## config.mk

```make
export PLATFORM = sky130hd
export DESIGN_NAME = uart_rx
export DESIGN_NICKNAME = d
export VERILOG_FILES = /design/src/rtl/uart_rx.sv
export SDC_FILE = /design/constraint.sdc
export NUM_CORES = 1
export LEC_CHECK = 0
export ABC_AREA = 1
export CAP_MARGIN = 20
export CELL_PAD_IN_SITES_DETAIL_PLACEMENT = 0
export CELL_PAD_IN_SITES_GLOBAL_PLACEMENT = 2
export CORE_UTILIZATION = 31
export DETAILED_ROUTE_END_ITERATION = 8
export GPL_TIMING_DRIVEN = 1
export PLACE_DENSITY = 0.68
export SKIP_LAST_GASP = 1
export SLEW_MARGIN = 20
export SYNTH_ARGS = -nofsm -noshare
export SYNTH_HDL_FRONTEND = slang
export SYNTH_SLANG_ARGS = --single-unit
```

## constraint.sdc

```tcl
create_clock -name baud_clk -period 1.5 [get_ports baud_clk]
set_clock_uncertainty 0.15 [all_clocks]
set_input_delay 0.3 -clock baud_clk [delete_from_list [all_inputs] [get_ports baud_clk]]
set_output_delay 0.3 -clock baud_clk [all_outputs]
set_load 0.05 [all_outputs]
```

## src/rtl/uart_rx.sv

```systemverilog
// uart_rx: 8N1 serial receiver driven by an oversampling clock.
// After a detected start edge, every bit is sampled once at its middle.
// data_valid and frame_err are one-cycle pulses. busy is high whenever
// the receiver is not idle. All outputs come straight from flops.
module uart_rx #(
  parameter int OVERSAMPLE  = 16,
  parameter int SYNC_STAGES = 2
) (
  input  logic       baud_clk,
  input  logic       rst,
  input  logic       rx_in,
  output logic [7:0] data_out,
  output logic       data_valid,
  output logic       frame_err,
  output logic       busy
);

  localparam int CNT_W = $clog2(OVERSAMPLE);
  localparam logic [CNT_W-1:0] HALF_LAST = CNT_W'(OVERSAMPLE / 2 - 1);
  localparam logic [CNT_W-1:0] FULL_LAST = CNT_W'(OVERSAMPLE - 1);

  typedef enum logic [1:0] {
    IDLE  = 2'd0,
    START = 2'd1,
    DATA  = 2'd2,
    STOP  = 2'd3
  } state_t;

  state_t             state_r;
  state_t             state_next_s;
  logic [SYNC_STAGES-1:0] sync_r;
  logic               rx_s;
  logic               rx_d_r;
  logic [CNT_W-1:0]   cnt_r;
  logic [2:0]         bit_idx_r;
  logic [7:0]         shift_r;
  logic [7:0]         data_out_r;
  logic               data_valid_r;
  logic               frame_err_r;
  logic               busy_r;

  logic               fall_s;
  logic               half_hit_s;
  logic               full_hit_s;
  logic               cnt_clr_s;
  logic               idx_clr_s;
  logic               shift_en_s;
  logic               valid_s;
  logic               err_s;

  assign rx_s       = sync_r[SYNC_STAGES-1];
  assign fall_s     = rx_d_r & ~rx_s;
  assign half_hit_s = (cnt_r == HALF_LAST);
  assign full_hit_s = (cnt_r == FULL_LAST);

  assign data_out   = data_out_r;
  assign data_valid = data_valid_r;
  assign frame_err  = frame_err_r;
  assign busy       = busy_r;

  // Synchronizer chain on the asynchronous line, plus its one-cycle-delayed copy.
  // Both reset to the idle level so that a line that idles high produces no edge.
  always_ff @(posedge baud_clk or posedge rst) begin
    if (rst) begin
      sync_r <= {SYNC_STAGES{1'b1}};
      rx_d_r <= 1'b1;
    end else begin
      sync_r <= {sync_r[SYNC_STAGES-2:0], rx_in};
      rx_d_r <= rx_s;
    end
  end

  // State register.
  always_ff @(posedge baud_clk or posedge rst) begin
    if (rst) begin
      state_r <= IDLE;
    end else begin
      state_r <= state_next_s;
    end
  end

  // Next-state logic. Only a real high-to-low transition starts a frame.
  always_comb begin
    state_next_s = state_r;
    case (state_r)
      IDLE: begin
        if (fall_s) begin
          state_next_s = START;
        end else begin
          state_next_s = IDLE;
        end
      end
      START: begin
        if (half_hit_s) begin
          if (!rx_s) begin
            state_next_s = DATA;
          end else begin
            state_next_s = IDLE;
          end
        end else begin
          state_next_s = START;
        end
      end
      DATA: begin
        if (full_hit_s && (bit_idx_r == 3'd7)) begin
          state_next_s = STOP;
        end else begin
          state_next_s = DATA;
        end
      end
      STOP: begin
        if (full_hit_s) begin
          state_next_s = IDLE;
        end else begin
          state_next_s = STOP;
        end
      end
      default: state_next_s = IDLE;
    endcase
  end

  // Output and datapath control decoded from the current state and the sample points.
  always_comb begin
    cnt_clr_s  = 1'b0;
    idx_clr_s  = 1'b0;
    shift_en_s = 1'b0;
    valid_s    = 1'b0;
    err_s      = 1'b0;
    case (state_r)
      IDLE: begin
        cnt_clr_s = 1'b1;
      end
      START: begin
        if (half_hit_s) begin
          cnt_clr_s = 1'b1;
          idx_clr_s = 1'b1;
        end else begin
          cnt_clr_s = 1'b0;
        end
      end
      DATA: begin
        if (full_hit_s) begin
          cnt_clr_s  = 1'b1;
          shift_en_s = 1'b1;
        end else begin
          cnt_clr_s  = 1'b0;
        end
      end
      STOP: begin
        if (full_hit_s) begin
          cnt_clr_s = 1'b1;
          if (rx_s) begin
            valid_s = 1'b1;
          end else begin
            err_s = 1'b1;
          end
        end else begin
          cnt_clr_s = 1'b0;
        end
      end
      default: begin
        cnt_clr_s = 1'b1;
      end
    endcase
  end

  // Oversample counter, bit index and LSB-first shift register.
  always_ff @(posedge baud_clk or posedge rst) begin
    if (rst) begin
      cnt_r     <= '0;
      bit_idx_r <= 3'd0;
      shift_r   <= 8'h00;
    end else begin
      if (cnt_clr_s) begin
        cnt_r <= '0;
      end else begin
        cnt_r <= cnt_r + {{(CNT_W-1){1'b0}}, 1'b1};
      end
      if (idx_clr_s) begin
        bit_idx_r <= 3'd0;
      end else if (shift_en_s) begin
        bit_idx_r <= bit_idx_r + 3'd1;
      end else begin
        bit_idx_r <= bit_idx_r;
      end
      if (shift_en_s) begin
        shift_r <= {rx_s, shift_r[7:1]};
      end else begin
        shift_r <= shift_r;
      end
    end
  end

  // Registered outputs. busy follows the state being entered, so it is in step with state_r.
  always_ff @(posedge baud_clk or posedge rst) begin
    if (rst) begin
      data_out_r   <= 8'h00;
      data_valid_r <= 1'b0;
      frame_err_r  <= 1'b0;
      busy_r       <= 1'b0;
    end else begin
      data_valid_r <= valid_s;
      frame_err_r  <= err_s;
      busy_r       <= (state_next_s != IDLE);
      if (valid_s) begin
        data_out_r <= shift_r;
      end else begin
        data_out_r <= data_out_r;
      end
    end
  end

endmodule
```

---- Yosys cells after proc, flatten, opt, wreduce, memory -nomap -nowiden ----
Cells that the tools add are included.
storage, ports and cells
  bits in registers ....................... 31
  input port bits ......................... 3
  word-level logic and storage cells ...... 45
  output and inout port bits .............. 11
operators by class
  eq/ne operators ......................... 6
  bitwise operators ....................... 2
  reductions and logical operators ........ 5
  muxes and demuxes ....................... 20
  $add $sub $neg .......................... 2
operator list
  cell                                           number
  2-to-1 mux 1 bit                               12
  one-hot mux 2 bit (4 select lines)             1
  2-to-1 mux 2 bit                               3
  2-to-1 mux 3 bit                               2
  adder 4 x 1 -> 4 bit, second input constant    1
  == test 2 bit, second input constant           2
  == test 4 x 3 -> 1 bit, second input constant  1
  == test 4 bit, second input constant           1
  2-to-1 mux 4 bit                               1
  nonzero test 2 bit                             2
  adder 3 x 1 -> 3 bit, second input constant    1
  == test 3 bit, second input constant           1
  one-hot mux 1 bit (3 select lines)             1
  == test 2 x 1 -> 1 bit, second input constant  1
  logical NOT 2 bit                              1
  OR reduction 2 bit                             1
  bitwise AND 1 bit                              1
  logical AND 1 bit                              1
  NOT 1 bit                                      1

---- Depth between registers and ports, before layout ----
Gate-level depths: netlist of run 1.
  depth after elaboration ................. 5
  gate-level depth with buffers ........... 7

---- Least setup slack after synthesis of run 1 ----
Ideal clock, no wire load.
  path kind ............................... register to register
  from .................................... register cnt_r[0]
  to ...................................... register data_out_r[0] (netlist: data_out[0])
  path buffers ............................ 1
  cell stages (with the launch flop) ...... 8
  setup time .............................. 0.066 ns
  arrival ................................. 1.205 ns
  setup slack ............................. 0.079 ns
  path through ............................ dfrtp_1 ha_1 nand3_2 clkinv_2 nand3_4 buf_6 nand2_1 nand2_1
between the ends
  longest elaborated chain between the ends .. 3
ends and longest elaborated chain
  what                    line  RTL
  start, declared         34    logic [CNT_W-1:0] cnt_r;
  start signal, assigned  177   cnt_r <= cnt_r + {{(CNT_W-1){1'b0}}, 1'b1};
  == test 4 bit           54    assign full_hit_s = (cnt_r == FULL_LAST);
  2-to-1 mux 1 bit        150   if (full_hit_s) begin
  2-to-1 mux 1 bit        129   case (state_r)
  end signal, assigned    206   data_out_r <= shift_r;
  end signal, assigned    208   data_out_r <= data_out_r;
  end, declared           37    logic [7:0] data_out_r;
Every way passes these cells.
A chain may end at the register's enable or synchronous reset.

---- Worst setup path after layout of run 1 ----
  from .................................... register bit_idx_r[0]
  to ...................................... register busy_r (netlist: busy)
between the ends
  longest elaborated chain between the ends .. 5
ends and longest elaborated chain
  what                                line  RTL
  start, declared                     35    logic [2:0] bit_idx_r;
  start signal, assigned              182   bit_idx_r <= bit_idx_r + 3'd1;
  start signal, assigned              184   bit_idx_r <= bit_idx_r;
  == test 3 bit                       105   if (full_hit_s && (bit_idx_r == 3'd7)) begin
  logical AND 1 bit                   105
  2-to-1 mux 1 bit                    105
  one-hot mux 2 bit (4 select lines)  85    case (state_r)
  nonzero test 2 bit                  204   busy_r <= (state_next_s != IDLE);
  end signal, assigned                204
  end, declared                       40    logic busy_r;
Every way passes these cells.

==> flow_metrics.py, run 1 <==
metrics = {
    "critical_path": {
        "reg2reg_depth": 6,
        "r2r-end": "busy",
        "crit_path_start": "bit_idx_r[0]",
        "path_class": "register to register",
        "arrival_ns": 1.43,
        "crit_fanout": 3,
        "reg2reg_slack_ns": 0.08,
        "startpoint_type": "register",
        "endpoint": "busy",
        "worstReg2RegStart": "bit_idx_r[0]",
        "endpoint_kind": "register",
        "worst_ep_required_time_ns": 1.51,
    },
    "route": {
        "drc": 0,
        "drt_first_pass_iters": 4,
        "drt-initial-drc-count": 34,
        "ant_nets": 0,
        "routed_via_density": 4.25,
        "finalWirelength_um": 2280,
        "wl_per_cell_um": 11.0,
        "via_count": 880,
    },
    "clock_tree": {
        "cts_buffers": 5,
        "htree_levels": 2,
        "cts_buffer_depth": 2,
        "cts_num_sinks": 31,
        "ctsHoldBuffers": 0,
        "clk_pin_slew_ns": 0.06,
        "clkLatencyLatePin_ns": 0.28,
        "cts_root_buffer": "clkbuf_8",
        "cts_tree": "yes",
    },
    "hold_path": {
        "hold_class": "register to register",
    },
    "finish": {
        "final_core_util": 0.447,
        "drive_gt1_frac": 0.344,
        "diodes": 0,
        "final_nets": 162,
        "final_cell_area_mm2": 0.00182,
        "syn_to_final_growth_pct": 37.3,
    },
    "timing": {
        "worst_slack_ns": 0.0797,
        "final_max_slew_viol_count": 0,
        "slew_headroom": 0.840,
        "hold_violations": 0,
        "fmaxAchievable_mhz": 704,
        "finalCriticalPeriod_ns": 1.42,
        "worst_slew_pin_slew_ns": 0.240,
        "final-setup-viol-count": 0,
        "post-route-period-util": 0.947,
    },
    "grt": {
        "grt_max_degree": 32,
        "gr-usage-all-layers": 0.127,
        "antenna_found_initial": 0,
        "grt_pass1_wl_um": 4130,
        "grt-ovfl-total": 0,
        "grt_pass1_vias": 915,
    },
    "power": {
        "power_frac_clock": 0.363,
        "p_leak_nw": 0.868,
        "powerDensity_mw_per_mm2": 1280,
        "power.switching_mw": 0.662,
        "p_comb_frac": 0.197,
        "peakVddDrop_mv": 0.516,
        "sequentialPowerShare": 0.440,
        "total_power_mw": 2.32,
        "intPower_mw": 1.66,
        "swShare": 0.285,
    },
    "floorplan": {
        "rows": 23,
        "start_util": 0.326,
        "dieHeight_um": 67.3,
        "die_width_um": 67.3,
        "io_pins": 14,
        "dieArea_mm2": 0.00453,
        "core_area_mm2": 0.00406,
    },
    "flow_run": {
        "maxCapViolations": 0,
    },
    "synth": {
        "synth.distinct_cells": 20,
        "synth_area_leaders": "dfrtp_1, o21ai_2, nand2_1, dfstp_2, inv_1",
        "syn_area_mm2": 0.00132,
        "synth_top_cell_by_area": "dfrtp_1",
        "ys_seq_area_frac": 0.589,
        "synth_top_area_frac": 0.530,
        "yosys_warnings": 0,
        "synthCells": 131,
        "syn_area_per_cell_um2": 10.1,
        "syn-num-nets": 137,
        "yosys_register_bits": 31,
    },
    "place": {
        "dpl-instance-area_mm2": 0.00166,
        "hpwl_um": 1550,
        "io_buffers": 13,
        "gp_congestion": 0.734,
        "dp_slack_ns": -0.0160,
    },
    "status": {
        "status": "finished clean",
    },
}
[stage by stage]
stage	setup TNS (ns)	hold WS [ns]	instances
6_report	0	0.207	207
5_1_grt	-0.0108	0.212	207
4_1_cts	0	0.209	206
3_5_place_dp	-0.0390	0.199	198
3_3_place_gp	0	0.198	198
2_1_floorplan	0	0.154	131
[flip-flops by register name, summed over array words and instances (netlist names)]
| register | flops |
|---|---|
| bit_idx_r | 3 |
| busy | 1 |
| cnt_r | 4 |
| data_out | 8 |
| data_valid | 1 |
| frame_err | 1 |
| rx_d_r | 1 |
| shift_r | 8 |
| state_r | 2 |
| sync_r | 2 |
[worst min path at each step]
| stage | start | to | slack [ns] | cells past startpoint |
|---|---|---|---|---|
| 3_3_place_gp | sync_r[0] | sync_r[1] | 0.20 | 0 |
| 5_1_grt | sync_r[0] | sync_r[1] | 0.21 | 0 |
| 2_1_floorplan | rx_in | sync_r[0] | 0.15 | 0 |
| 3_5_place_dp | sync_r[0] | sync_r[1] | 0.20 | 0 |
| 4_1_cts | sync_r[0] | sync_r[1] | 0.21 | 0 |
| 6_report | sync_r[0] | sync_r[1] | 0.21 | 0 |
[layout make-up]
class                      instances  area (um2)
clock buffer                       6        82.6
clock inverter                     2        35.0
fill                             386        2240
inverter                          19        72.6
multi-input combinational         79         465
sequential                        31         779
tap                               50        62.6
timing repair buffer              20         318
[cell usage in the layout (no fill, tap or decap)]
| cell | n |
|---|---|
| buf_12 | 13 |
| buf_4 | 5 |
| bufinv_16 | 1 |
| clkbuf_8 | 6 |
| clkdlybuf4s50_1 | 2 |
| clkinv_2 | 2 |
| dfrtp_1 | 28 |
| dfstp_2 | 3 |
| ha_1 | 2 |
| ha_4 | 1 |
| inv_1 | 17 |
| inv_2 | 1 |
| nand2_1 | 30 |
| nand2_2 | 2 |
| nand2_4 | 1 |
| nand3_1 | 5 |
| nand3_2 | 1 |
| nand3_4 | 1 |
| nand4_1 | 1 |
| nor2_1 | 12 |
| nor2_2 | 3 |
| nor3_1 | 2 |
| o21ai_0 | 1 |
| o21ai_1 | 2 |
| o21ai_2 | 14 |
| xor2_1 | 1 |
[power by group through the flow]
| stage | logic (mW) | clock network [mW] | registers, mW |
|---|---|---|---|
| after floorplan | 0.241 | 0 | 1.05 |
| after global placement | 0.426 | 0 | 1.02 |
| after detailed placement | 0.432 | 0 | 1.02 |
| after CTS | 0.439 | 0.869 | 1.01 |
| after global routing | 0.533 | 0.897 | 1.04 |
| final | 0.458 | 0.842 | 1.02 |
[kinds of logic after synthesis]
group,share of synthesized area
XOR/XNOR,0.00662
buffers and inverters,0.0719
AND/OR/NAND/NOR,0.200
AO/OA/AOI/OAI,0.104
adder cells (fa/ha/maj),0.0284
flip-flops,0.589
[synthesized netlist by cell type]
| library cell | number |
|---|---|
| nand3_1 | 5 |
| ha_1 | 3 |
| nand4_1 | 1 |
| nand3_2 | 1 |
| nor3_1 | 2 |
| nand3_4 | 1 |
| nor2_1 | 14 |
| clkinv_2 | 1 |
| nand2_2 | 2 |
| o21ai_2 | 14 |
| dfrtp_1 | 28 |
| nand2_1 | 30 |
| nor2_2 | 1 |
| inv_2 | 1 |
| nand2_4 | 1 |
| buf_6 | 2 |
| dfstp_2 | 3 |
| xor2_1 | 1 |
| o21ai_0 | 3 |
| inv_1 | 17 |
[metal layers]
layer,vias up,wire length (um),track usage
li1,456,-,-
met1,399,1170,0.159
met2,20,983,0.189
met3,5,88,0.0557
met5,-,0,0
met4,0,36,0.0559
[worst max-delay path, stage by stage, from the launching register on]
cell and delay (ns):
dfrtp_1 0.39, ha_1 0.21, ha_1 0.19, nand4_1 0.09
nor2_1 0.06, nor2_2 0.13, nand3_1 0.09
[repair_timing]
item,CTS,global route
pin swaps,0,2
buffers inserted,0,1
gates cloned,0,0
endpoints found under the setup margin,3,27
gates resized for setup,1,5
No activity file was read; power rests on OpenSTA's default activity.
==> run 2: changes to the inputs <==
Settings changed: SLEW_MARGIN 20 to unset.
==> results of run 2 <==
The final DEF is identical to that of run 1; final timing and power are the same.
==> run 3: changes to the inputs <==
Settings changed: ABC_AREA 1 to unset, CORE_UTILIZATION 31 to 34.
==> run 3 against run 2 <==
  * The flow now finishes with violations (negative setup slack)
  * Worst setup slack got worse by 0.24 ns
  * Register-to-register slack got worse by 0.24 ns
  * Cell count fell by 13%
  * Sequential power rose by 7%
  * Non-clock buffer count rose by 16
  * Wire length rose by 2.5%
  * Hold slack got worse by 0.0016 ns
  * Utilization rose by 7.5 points
  * Via count fell by 4.0%
  * Count of clock-buffer cells in the layout did not move
  * Highest routed layer is now met3
==> flow_metrics.py, run 3 <==
metrics = {
    "synth": {
        "synth_top_cell_by_area": "dfrtp_1",
        "synth.most_common_cell": "dfrtp_1",
        "synth-edff-count": 0,
        "syn_area_per_cell_um2": 14.0,
        "yosys_register_bits": 31,
        "synth_top_area_frac": 0.533,
        "yosys_warnings": 0,
        "synthArstFlopShare": 1.00,
        "synth.distinct_cells": 28,
        "syn-num-nets": 100,
        "ys_seq_area_frac": 0.593,
        "synth_common_cells": "dfrtp_1, mux2_2, nor2_1",
        "synthCells": 94,
        "syn_area_mm2": 0.00131,
        "synth_area_leaders": "dfrtp_1, mux2_2, dfstp_2, nor2_8, ha_1",
        "synth_flop_cell": "dfrtp_1",
    },
    "critical_path": {
        "crit_family": "simple AND/OR/NAND/NOR gates",
        "cpPeakStageDelay_ns": 0.41,
        "endpoint_kind": "register",
        "startpoint_type": "register",
        "crit_fanout": 5,
        "path_class": "register to register",
        "crit_chain": "ha_4 -> and4b_1 -> o21a_1 -> or4_4",
        "arrival_ns": 1.65,
        "worst_ep_required_time_ns": 1.49,
        "path_buf_inv": 0,
        "crit_slowest_cell": "dfrtp_1",
    },
    "place": {
        "io_buffers": 13,
        "dpl-instance-area_mm2": 0.00181,
        "dp_slack_ns": -0.207,
        "hpwl_um": 1670,
        "gp_congestion": 0.775,
        "dp.cells": 173,
    },
    "route": {
        "finalWirelength_um": 2330,
        "ant_nets": 0,
        "via_count": 845,
        "drt-initial-drc-count": 31,
        "wl_per_cell_um": 12.9,
        "drc": 0,
        "drt_first_pass_iters": 4,
        "routed_via_density": 4.67,
    },
    "flow_run": {
        "maxCapViolations": 0,
    },
    "timing": {
        "final_max_slew_viol_count": 0,
        "hold_ws_ns": 0.205,
        "worst_slack_ns": -0.164,
        "fmaxAchievable_mhz": 601,
        "finalCriticalPeriod_ns": 1.66,
        "slew_headroom": 0.832,
        "hold_violations": 0,
        "post-route-period-util": 1.11,
        "final-setup-viol-count": 19,
        "worst_slew_pin_slew_ns": 0.251,
        "rsz0062_at_grt": "yes",
    },
    "clock_tree": {
        "cts_tree": "yes",
        "cts_num_sinks": 31,
        "ctsHoldBuffers": 0,
        "cts_root_buffer": "clkbuf_8",
        "clk_pin_slew_ns": 0.07,
        "clkLatencyLatePin_ns": 0.27,
        "cts_buffers": 5,
        "htree_levels": 2,
        "cts_buffer_depth": 2,
    },
    "finish": {
        "diodes": 0,
        "mostFrequentLayoutCells": "dfrtp_1, buf_4, buf_12",
        "syn_to_final_growth_pct": 46.8,
        "final_nets": 139,
        "final_cell_area_mm2": 0.00193,
        "final_common_cell": "dfrtp_1",
        "final_core_util": 0.523,
        "fin_cells": 181,
        "drive_gt1_frac": 0.549,
        "nFillCells": 331,
    },
    "power": {
        "powerDensity_mw_per_mm2": 1360,
        "p_leak_nw": 0.921,
        "peakVddDrop_mv": 0.699,
    },
    "status": {
        "status": "finished, violations left",
        "failed_checks": "negative setup slack",
    },
    "floorplan": {
        "dieHeight_um": 64.2,
        "rows": 22,
        "io_pins": 14,
        "dieArea_mm2": 0.00412,
        "core_area_mm2": 0.00369,
        "start_util": 0.356,
        "die_width_um": 64.2,
    },
    "grt": {
        "gr-usage-all-layers": 0.131,
        "grt-ovfl-total": 0,
        "grt_pass1_wl_um": 4020,
        "grt_max_degree": 32,
        "antenna_found_initial": 0,
        "grt_pass1_vias": 842,
    },
    "hold_path": {
        "hold_class": "input port to asynchronous set/reset pin",
    },
}
[run 3: cell types whose count changed after synthesis, sizes merged, moves of 5 or more]
cell | before | now
nand2 | 33 | 3
nand3 | 7 | 1
mux2 | 0 | 16
inv | 18 | 2
o21ai | 17 | 0
nor2 | 15 | 10
[run 3: path summary, 6_finish.rpt]
path / start / to / slack (ns) / cells after the start
max: cnt_r[1] / busy / -0.16 / 4
min: rst / data_out[3] / 0.21 / 3
max reg2reg: cnt_r[1] / busy / -0.16 / 4
min reg2reg: sync_r[0] / sync_r[1] / 0.21 / 0
max in group asynchronous: rst / rx_d_r / 0.75 / 3
min in group baud_clk: sync_r[0] / sync_r[1] / 0.21 / 0
[run 3: layout make-up]
type | count | area (um2) | share of cell area
inverter | 2 | 7.51 | 0.00389
multi-input combinational | 57 | 567 | 0.294
tap | 48 | 60.1 | 0.0311
sequential | 31 | 781 | 0.405
clock inverter | 1 | 5.00 | 0.00260
timing repair buffer | 36 | 425 | 0.221
clock buffer | 6 | 82.6 | 0.0428
[run 3: what timing repair did]
| item | in CTS | in global routing |
|---|---|---|
| hold endpoints to repair | 0 | 0 |
| resized for setup | 4 | 2 |
| setup endpoints to repair | 21 | 23 |
| setup buffers | 0 | 1 |
| pin swaps | 3 | 3 |
[run 3: report_power, final]
group	switching [mW]	internal, mW	total [mW]
Combinational	0.385	0.501	0.886
Sequential	0.142	0.943	1.09
Clock	0.284	0.359	0.643
[run 3: metrics by stage]
stage	power, mW	TNS [ns]
finish	2.61	-2.26
global route	2.78	-3.76
CTS	2.61	-2.70
detailed placement	1.93	-2.88
global placement	1.91	-2.24
floorplan	1.54	-1.60
[run 3: kinds of logic after synthesis]
family | synth area share
fa+ha+maj | 0.0286
compound gates | 0.0505
buf+inv | 0.0257
mux | 0.137
xor+xnor | 0.0200
flops | 0.593
simple gates | 0.145
[run 3: worst reg2reg max path, delay by kind of cell, from the launching register on]
kind | cells | cell delay, ns
compound gates | 1 | 0.18
flops | 1 | 0.41
simple gates | 2 | 0.60
fa+ha+maj | 1 | 0.19
[run 3: layer usage]
metal / track usage / wire, um / part of all wire
met5: 0 / 0 / 0
met3: 0.0536 / 61 / 0.026
met4: 0.0417 / 0 / 0
met1: 0.173 / 1100 / 0.47
met2: 0.195 / 1170 / 0.50
